===== config.mk =====
export PLATFORM = sky130hd
export DESIGN_NAME = drive_state_unit_flat
export DESIGN_NICKNAME = d
export VERILOG_FILES = /design/src/rtl/drive_state_unit_if.sv /design/src/rtl/drive_state_unit.sv /design/src/flat_wrapper.sv
export SDC_FILE = /design/constraint.sdc
export NUM_CORES = 1
export LEC_CHECK = 0
export ABC_AREA = 0
export CAP_MARGIN = 20
export CORE_UTILIZATION = 59
export DETAILED_ROUTE_END_ITERATION = 10
export GPL_TIMING_DRIVEN = 0
export PLACE_DENSITY = 0.95
export SLEW_MARGIN = 30
export SYNTH_ARGS = -nofsm -noshare
export SYNTH_HDL_FRONTEND = slang
export SYNTH_SLANG_ARGS = --single-unit

===== constraint.sdc =====
create_clock -name clk -period 4.5 [get_ports clk]
set_input_delay 0.675 -clock clk [delete_from_list [all_inputs] [get_ports clk]]
set_output_delay 0.675 -clock clk [all_outputs]
set_load 0.01 [all_outputs]

===== src/rtl/drive_state_unit_if.sv =====
// Drive-state bus between the manual-mode controller and drive_state_unit.
// The master (manual mode) issues power, drive-state and light requests; the
// slave (drive_state_unit) returns the registered power/state/motion status and
// the blinking turn indicators.
interface drive_state_unit_if;
  logic       power_on;
  logic       power_off;
  logic       manual_power;
  logic [1:0] next_state;
  logic [3:0] next_moving_state;
  logic       turn_left_req;
  logic       turn_right_req;
  logic       power;
  logic [1:0] state;
  logic [3:0] moving_state;
  logic       turn_left_led;
  logic       turn_right_led;

  modport master (
    output power_on, power_off, manual_power, next_state, next_moving_state,
           turn_left_req, turn_right_req,
    input  power, state, moving_state, turn_left_led, turn_right_led
  );

  modport slave (
    input  power_on, power_off, manual_power, next_state, next_moving_state,
           turn_left_req, turn_right_req,
    output power, state, moving_state, turn_left_led, turn_right_led
  );
endinterface


===== src/rtl/drive_state_unit.sv =====
// drive_state_unit: power sequencing, drive/motion state registers, turn-LED
// blinker and (optionally) an odometer.
// Optional feature: define MILEAGE_EN to add the 24-bit mileage output and its
// tick counter; without it the port and counters do not exist.
module drive_state_unit #(
  parameter int BLINK_HALF = 50000000,
  parameter int MILE_TICK  = 100000000
) (
  input  logic                 clk,
  input  logic                 rst_n,
  drive_state_unit_if.slave    bus
`ifdef MILEAGE_EN
  ,
  output logic [23:0]          mileage
`endif
);

  localparam int BW = $clog2(BLINK_HALF);

  typedef enum logic [1:0] {
    NSTART = 2'b00,
    START  = 2'b01,
    MOVING = 2'b10
  } drive_e;

  typedef enum logic [3:0] {
    NON_MOVING   = 4'b0000,
    MOVE_FORWARD = 4'b0001,
    MOVE_BACK    = 4'b0010,
    TURN_LEFT    = 4'b0100,
    TURN_RIGHT   = 4'b1000
  } move_e;

  // Unused code 11 collapses to NSTART.
  function automatic drive_e decode_state(input logic [1:0] code);
    case (code)
      2'b01:   return START;
      2'b10:   return MOVING;
      default: return NSTART;
    endcase
  endfunction

  // Any code other than the five one-hot/zero motions collapses to NON_MOVING.
  function automatic move_e decode_move(input logic [3:0] code);
    case (code)
      4'b0001: return MOVE_FORWARD;
      4'b0010: return MOVE_BACK;
      4'b0100: return TURN_LEFT;
      4'b1000: return TURN_RIGHT;
      default: return NON_MOVING;
    endcase
  endfunction

  logic          pon1_q, pon1_d;
  logic          pon2_q, pon2_d;
  logic          power_q, power_d;
  drive_e        state_q, state_d;
  move_e         moving_q, moving_d;
  logic [1:0]    req_q, req_d;      // {left, right}
  logic [BW-1:0] cnt_q, cnt_d;
  logic          phase_q, phase_d;
  logic [1:0]    led_q, led_d;      // {left, right}
  logic          pon_edge;
  logic          load;

  // Next-state logic for power, drive state, light requests and blinker.
  always_comb begin
    pon1_d   = bus.power_on;
    pon2_d   = pon1_q;
    pon_edge = pon1_q & ~pon2_q;

    // Shutdown has priority; turning on needs a fresh registered edge.
    if (power_q) begin
      power_d = ~bus.power_off & bus.manual_power;
    end else begin
      power_d = pon_edge & ~bus.power_off;
    end

    // Status only follows requests while power is on and not falling.
    load    = power_q & power_d;
    state_d = load ? decode_state(bus.next_state) : NSTART;
    if (load && (state_d == MOVING)) begin
      moving_d = decode_move(bus.next_moving_state);
    end else begin
      moving_d = NON_MOVING;
    end
    req_d = load ? {bus.turn_left_req, bus.turn_right_req} : 2'b00;

    // Blinker: idle at zero, restart lit on a new request, else count and wrap.
    if (req_d == 2'b00) begin
      cnt_d   = '0;
      phase_d = 1'b0;
    end else if (req_q == 2'b00) begin
      cnt_d   = '0;
      phase_d = 1'b1;
    end else if (cnt_q == BW'(BLINK_HALF - 1)) begin
      cnt_d   = '0;
      phase_d = ~phase_q;
    end else begin
      cnt_d   = cnt_q + BW'(1);
      phase_d = phase_q;
    end
    led_d = req_d & {2{phase_d}};
  end

  // Control and status registers with asynchronous clear.
  always_ff @(posedge clk or negedge rst_n) begin
    if (!rst_n) begin
      pon1_q   <= 1'b0;
      pon2_q   <= 1'b0;
      power_q  <= 1'b0;
      state_q  <= NSTART;
      moving_q <= NON_MOVING;
      req_q    <= 2'b00;
      cnt_q    <= '0;
      phase_q  <= 1'b0;
      led_q    <= 2'b00;
    end else begin
      pon1_q   <= pon1_d;
      pon2_q   <= pon2_d;
      power_q  <= power_d;
      state_q  <= state_d;
      moving_q <= moving_d;
      req_q    <= req_d;
      cnt_q    <= cnt_d;
      phase_q  <= phase_d;
      led_q    <= led_d;
    end
  end

  assign bus.power          = power_q;
  assign bus.state          = state_q;
  assign bus.moving_state   = moving_q;
  assign bus.turn_left_led  = led_q[1];
  assign bus.turn_right_led = led_q[0];

`ifdef MILEAGE_EN
  localparam int TW = $clog2(MILE_TICK);

  logic [TW-1:0] tick_q, tick_d;
  logic [23:0]   mileage_q, mileage_d;

  // Odometer: tick while actually moving, hold otherwise, saturate at max.
  always_comb begin
    tick_d    = tick_q;
    mileage_d = mileage_q;
    if ((state_q == MOVING) && (moving_q != NON_MOVING)) begin
      if (tick_q == TW'(MILE_TICK - 1)) begin
        tick_d = '0;
        if (mileage_q != 24'hFFFFFF) begin
          mileage_d = mileage_q + 24'd1;
        end
      end else begin
        tick_d = tick_q + TW'(1);
      end
    end
  end

  // Odometer registers; only reset clears them, power-off keeps them.
  always_ff @(posedge clk or negedge rst_n) begin
    if (!rst_n) begin
      tick_q    <= '0;
      mileage_q <= '0;
    end else begin
      tick_q    <= tick_d;
      mileage_q <= mileage_d;
    end
  end

  assign mileage = mileage_q;
`endif

endmodule


===== src/flat_wrapper.sv =====
// flat-port wrapper written by rule: the top's interface ports become plain ports
module drive_state_unit_flat 
#(
  parameter int BLINK_HALF = 50000000,
  parameter int MILE_TICK  = 100000000
)
  (clk, rst_n, bus_power_on, bus_power_off, bus_manual_power, bus_next_state, bus_next_moving_state, bus_turn_left_req, bus_turn_right_req, bus_power, bus_state, bus_moving_state, bus_turn_left_led, bus_turn_right_led);
  drive_state_unit_if bus_i ();
  input  logic clk;
  input  logic rst_n;
  input wire logic [$bits(bus_i.power_on)-1:0] bus_power_on;
  input wire logic [$bits(bus_i.power_off)-1:0] bus_power_off;
  input wire logic [$bits(bus_i.manual_power)-1:0] bus_manual_power;
  input wire logic [$bits(bus_i.next_state)-1:0] bus_next_state;
  input wire logic [$bits(bus_i.next_moving_state)-1:0] bus_next_moving_state;
  input wire logic [$bits(bus_i.turn_left_req)-1:0] bus_turn_left_req;
  input wire logic [$bits(bus_i.turn_right_req)-1:0] bus_turn_right_req;
  output wire logic [$bits(bus_i.power)-1:0] bus_power;
  output wire logic [$bits(bus_i.state)-1:0] bus_state;
  output wire logic [$bits(bus_i.moving_state)-1:0] bus_moving_state;
  output wire logic [$bits(bus_i.turn_left_led)-1:0] bus_turn_left_led;
  output wire logic [$bits(bus_i.turn_right_led)-1:0] bus_turn_right_led;
  assign bus_i.power_on = bus_power_on;
  assign bus_i.power_off = bus_power_off;
  assign bus_i.manual_power = bus_manual_power;
  assign bus_i.next_state = bus_next_state;
  assign bus_i.next_moving_state = bus_next_moving_state;
  assign bus_i.turn_left_req = bus_turn_left_req;
  assign bus_i.turn_right_req = bus_turn_right_req;
  assign bus_power = bus_i.power;
  assign bus_state = bus_i.state;
  assign bus_moving_state = bus_i.moving_state;
  assign bus_turn_left_led = bus_i.turn_left_led;
  assign bus_turn_right_led = bus_i.turn_right_led;
  drive_state_unit #(.BLINK_HALF(BLINK_HALF), .MILE_TICK(MILE_TICK)) u_core (.clk(clk), .rst_n(rst_n), .bus(bus_i));
endmodule

==> results.md <==
Critical path:
- The critical path starts at u_core.cnt_q[7].
- STA puts the critical path data required time at around 4800 ps.
- The cell with the largest stage delay on the worst path is sky130_fd_sc_hd__or4_4.
- Of all nets on the critical path, the largest fanout is 10.
- Data arrives at the worst endpoint at 2550 ps.
- Walking the worst path, the cells encountered are or4_1 > or4_4 > o21ai_4 > buf_6 > a21oi_2.
- In this design, the stage delay of the slowest critical-path cell is 590 ps.
- The worst register-to-register path ends at u_core.cnt_q[20].
- The worst setup path is launched from a register.
- The type of the worst setup path is register to register.
- The worst setup path is captured at a register.
- The register-to-register setup slack is 2200 ps.
- The startpoint identified for the worst register-to-register timing path is u_core.cnt_q[7].
- The capture point of the worst path is u_core.cnt_q[20].
- The count of cells along the worst register-to-register path is 5.

Synth:
- The most frequent cell after synthesis is sky130_fd_sc_hd__dfrtp_1.
- For this run, the leading register cell type out of synthesis is sky130_fd_sc_hd__dfrtp_1.
- The cell type with the largest total area after synthesis is sky130_fd_sc_hd__dfrtp_1.
- After synthesis, the cell types taking the most area are sky130_fd_sc_hd__dfrtp_1 52%, sky130_fd_sc_hd__nor2_2 4.5%, sky130_fd_sc_hd__or4_1 3.5%.
- For this run, asynchronously set or reset flops after synthesis account for 1.000.
- Summing every instance area after synthesis gives 1941 µm².
- The synthesized design contains 0 enable-type register cells.
- Synthesis produced 183 cells.
- Synthesis produced a netlist with a net count of 197.
- The share of synthesized area in the top cell type comes to 0.5158.
- Yosys printed 0 warnings.
- The synthesized design contains 40 register bits.
- The sequential cell area fraction in the yosys report is 0.5158.
- The mean cell area of the mapped netlist is 10.60 µm².
- After synthesis, the most frequently instantiated cells are 40 x sky130_fd_sc_hd__dfrtp_1, 14 x sky130_fd_sc_hd__nand2_1, 14 x sky130_fd_sc_hd__nor2_2.
- In this run, distinct cell masters in the synthesized netlist total 35.

Power and ir drop:
- The power share of the clock group is 0.341.
- The switching power share of the total is 0.2383.
- The relative contribution of combinational cells to total power is 0.047.
- The switching power is 0.1413 mW.
- Summed over all cells, the static leakage comes to 0.8612 nW.
- The sequential group share of total power is 0.612.
- The power density over the cells is 259.2 nW/µm².
- The internal power of the cells is 0.4516 mW.
- The worst voltage drop across the vdd grid is 0.0001622 V.

Clock tree:
- The clock net sink count is 40.
- The master cell of the clock root buffer is sky130_fd_sc_hd__clkbuf_4.
- The later pin in the worst-skew pair is clocked with a latency of approximately 370 ps.
- The quantity of gates resized following cts is 0.
- The count of H-tree levels built during CTS is 2.
- The clock-pin slew on the worst setup and hold paths is 130 ps.
- TritonCTS built the clock tree.
- The number of clock buffers inserted by TritonCTS is 5.
- The quantity of hold-fixing buffers added after cts is 0.
- The clock passes through at most 2 buffers.
- Once the clock tree was built, the setup fixing pass inserted 0 buffers.

Global routing:
- In the global route stage, overall resource usage came out at 0.2933.
- The via count of the first global-routing pass is 1567.
- The first global-routing pass estimated roughly 7400 µm of wire.
- The total congestion overflow is 0.
- The initial antenna violation count is 0.
- Entering global routing, the biggest net connects 30 pins.

Floorplan:
- The area of the die is 3522 µm².
- The initialized floorplan defines 20 standard-cell rows.
- The initial utilization of the core area, before any placement, comes to 0.6305.
- The die span in y is 59.35 µm.
- The area of the core is 3078 µm².
- The count of boundary I/O pins is 22.
- The floorplan step set the die width to approximately 59 µm.

STA:
- The final count of pins violating max slew is 0.
- The shortest clock period the worst path allows after layout is 2297 ps.
- Setup repair after global routing left no endpoint under its margin.
- The headroom to the max-slew limit is 0.6249.
- The slew at the pin closest to its max-slew limit is roughly 560 ps.
- The final hold violation count was 0.
- After routing, the total negative slack on setup checks comes to 0 ps.
- Across the routed clock network, the largest skew measured is 15.46 ps.
- Derived from the worst setup path, the maximum achievable clock frequency is 0.4354 GHz.
- The total of endpoints with negative setup slack in the final report is 0.
- The fraction of the cycle the final worst path needs is 0.5104.

Cells and area:
- The layout filler cell count is 213.
- The repair_antennas step left the layout with diodes totalling 0.
- The proportion of layout cells with a drive suffix above 1 is 0.1784.
- At the end of the flow, the number of nets in the layout was 226.
- In the final layout, the multi-input gates occupy 893.4 µm².
- From synthesis to final layout, the design area changed by 17.86%.
- The post-route cell area is 2287 µm².
- The register area is roughly 1000 µm².

Drt:
- Summing over every cut layer, the via total after detailed routing is roughly 1.6k.
- After detailed routing, the number of remaining DRC violations is 0.
- The detail route stage leaves a number of antenna-violating nets equal to 0.
- The average wire per cell in the routed design is 16.84 µm.
- In the routed layout, each cell is associated on average with a via count of 6.144.
- The total wirelength of the detailed-routed design is 4327 µm.
- In this run, the number of DRC markers left after iteration 0 of detailed routing was 99.
- The number of search-and-repair iterations in the first detailed-routing pass is 4.

Flow run:
- The max-cap check violation count is 0.

Placed design:
- The global placer's final weighted congestion is 0.8209.
- In this run the cell area measured after placement is 2221 µm².
- Once detailed placement completed, the half-perimeter wirelength came to 3196 µm.
- The count of buffers added on input and output ports is 21.

Hold path:
- The min-delay analysis places its worst path in the category input port to asynchronous set/reset pin.

Outcome:
- The run finished with clean final reports.
[registers in the layout, summed over array words and instances, names as in the netlist]
register,cells
u_core.req_q,2
u_core.bus.state,2
u_core.bus.moving_state,4
u_core.pon1_q,1
u_core.phase_q,1
u_core.led_q,2
u_core.bus.power,1
u_core.pon2_q,1
u_core.cnt_q,26
[area by class of cell]
| type | count | share of cell area |
|---|---|---|
| sequential | 40 | 0.4376 |
| multi-input combinational | 135 | 0.3906 |
| timing repair buffer | 22 | 0.09847 |
| tap | 44 | 0.02407 |
| clock buffer | 6 | 0.02243 |
| buffer | 3 | 0.01204 |
| inverter | 5 | 0.008206 |
| clock inverter | 2 | 0.006565 |
[cell families (layout without fill, tap and decap cells)]
family	Yosys count	after routing	synth area share
simple gates	94	94	0.2979
xor+xnor	12	12	0.05416
buf+inv	8	38	0.02385
fa+ha+maj	1	1	0.006446
compound gates	28	28	0.1019
flops	40	40	0.5158
[placed cells by master, fill, tap and decap left out, types with 2 or more instances in the layout]
master	netlist	routed
sky130_fd_sc_hd__nor3_1	6	6
sky130_fd_sc_hd__and4_1	3	3
sky130_fd_sc_hd__xor2_1	5	5
sky130_fd_sc_hd__clkinvlp_4	0	2
sky130_fd_sc_hd__clkdlybuf4s50_1	0	20
sky130_fd_sc_hd__or4_4	2	2
sky130_fd_sc_hd__and2_1	3	3
sky130_fd_sc_hd__o31ai_1	6	6
sky130_fd_sc_hd__nand3_1	6	6
sky130_fd_sc_hd__nor4_1	4	4
sky130_fd_sc_hd__o21ai_0	7	7
sky130_fd_sc_hd__nand4_1	6	6
sky130_fd_sc_hd__nand2b_1	3	3
sky130_fd_sc_hd__a21oi_2	6	6
sky130_fd_sc_hd__a21oi_1	5	5
sky130_fd_sc_hd__xnor2_1	7	7
sky130_fd_sc_hd__and3b_1	2	2
sky130_fd_sc_hd__clkbuf_4	0	5
sky130_fd_sc_hd__and3_1	3	3
sky130_fd_sc_hd__inv_1	5	5
sky130_fd_sc_hd__dfrtp_1	40	40
sky130_fd_sc_hd__buf_6	2	2
sky130_fd_sc_hd__nand2_1	14	14
sky130_fd_sc_hd__or4_1	9	9
sky130_fd_sc_hd__nor3b_1	3	3
sky130_fd_sc_hd__buf_2	1	2
sky130_fd_sc_hd__or3_1	5	5
sky130_fd_sc_hd__nor2_1	7	7
sky130_fd_sc_hd__nor2_2	14	14
[critical path: cells and delay by family (launching register included)]
kind | cells | cell delay (ps)
AND/OR/NAND/NOR | 2 | 1150
AO/OA/AOI/OAI | 2 | 330
flip-flops | 1 | 470
buffers and inverters | 1 | 230
[per-layer routing]
layer | vias to the layer above | wire length (µm) | track usage
met5 | - | 0 | 0
li1 | 728 | - | -
met4 | 0 | 65 | 0.09184
met3 | 13 | 226 | 0.09170
met2 | 62 | 2298 | 0.5024
met1 | 776 | 1736 | 0.3500
[how the worst min path moves through the flow]
stage,cells after the start,slack (ps),end
after floorplan,0,350,u_core.pon2_q
after global placement,0,360,u_core.pon2_q
after detailed placement,0,370,u_core.pon2_q
after CTS,1,180,u_core.pon2_q
after global routing,1,170,u_core.bus.state[0]
final,1,170,u_core.bus.power
[power by group through the flow]
stage	registers [mW]	clock network, mW	logic (mW)
3_3_place_gp	0.369	0	0.0250
4_1_cts	0.363	0.204	0.0285
2_1_floorplan	0.370	0	0.00436
5_1_grt	0.363	0.220	0.0311
6_report	0.363	0.202	0.0279
3_5_place_dp	0.370	0	0.0284
[through the flow]
| stage | power [mW] | instances | setup slack, ps | utilization | hold slack, ps |
|---|---|---|---|---|---|
| 3_5_place_dp | 0.3979 | 249 | 1993 | 0.7215 | 370.3 |
| 2_1_floorplan | 0.3741 | 183 | 2458 | - | 354.5 |
| 3_3_place_gp | 0.3944 | 248 | 1927 | 0.7167 | 359.2 |
| 4_1_cts | 0.5947 | 257 | 2228 | 0.7431 | 175.8 |
| 5_1_grt | 0.6144 | 257 | 2133 | 0.7431 | 171.8 |
| 6_report | 0.5929 | 257 | 2203 | 0.7431 | 166.9 |
No activity file was read; power rests on OpenSTA's default activity.
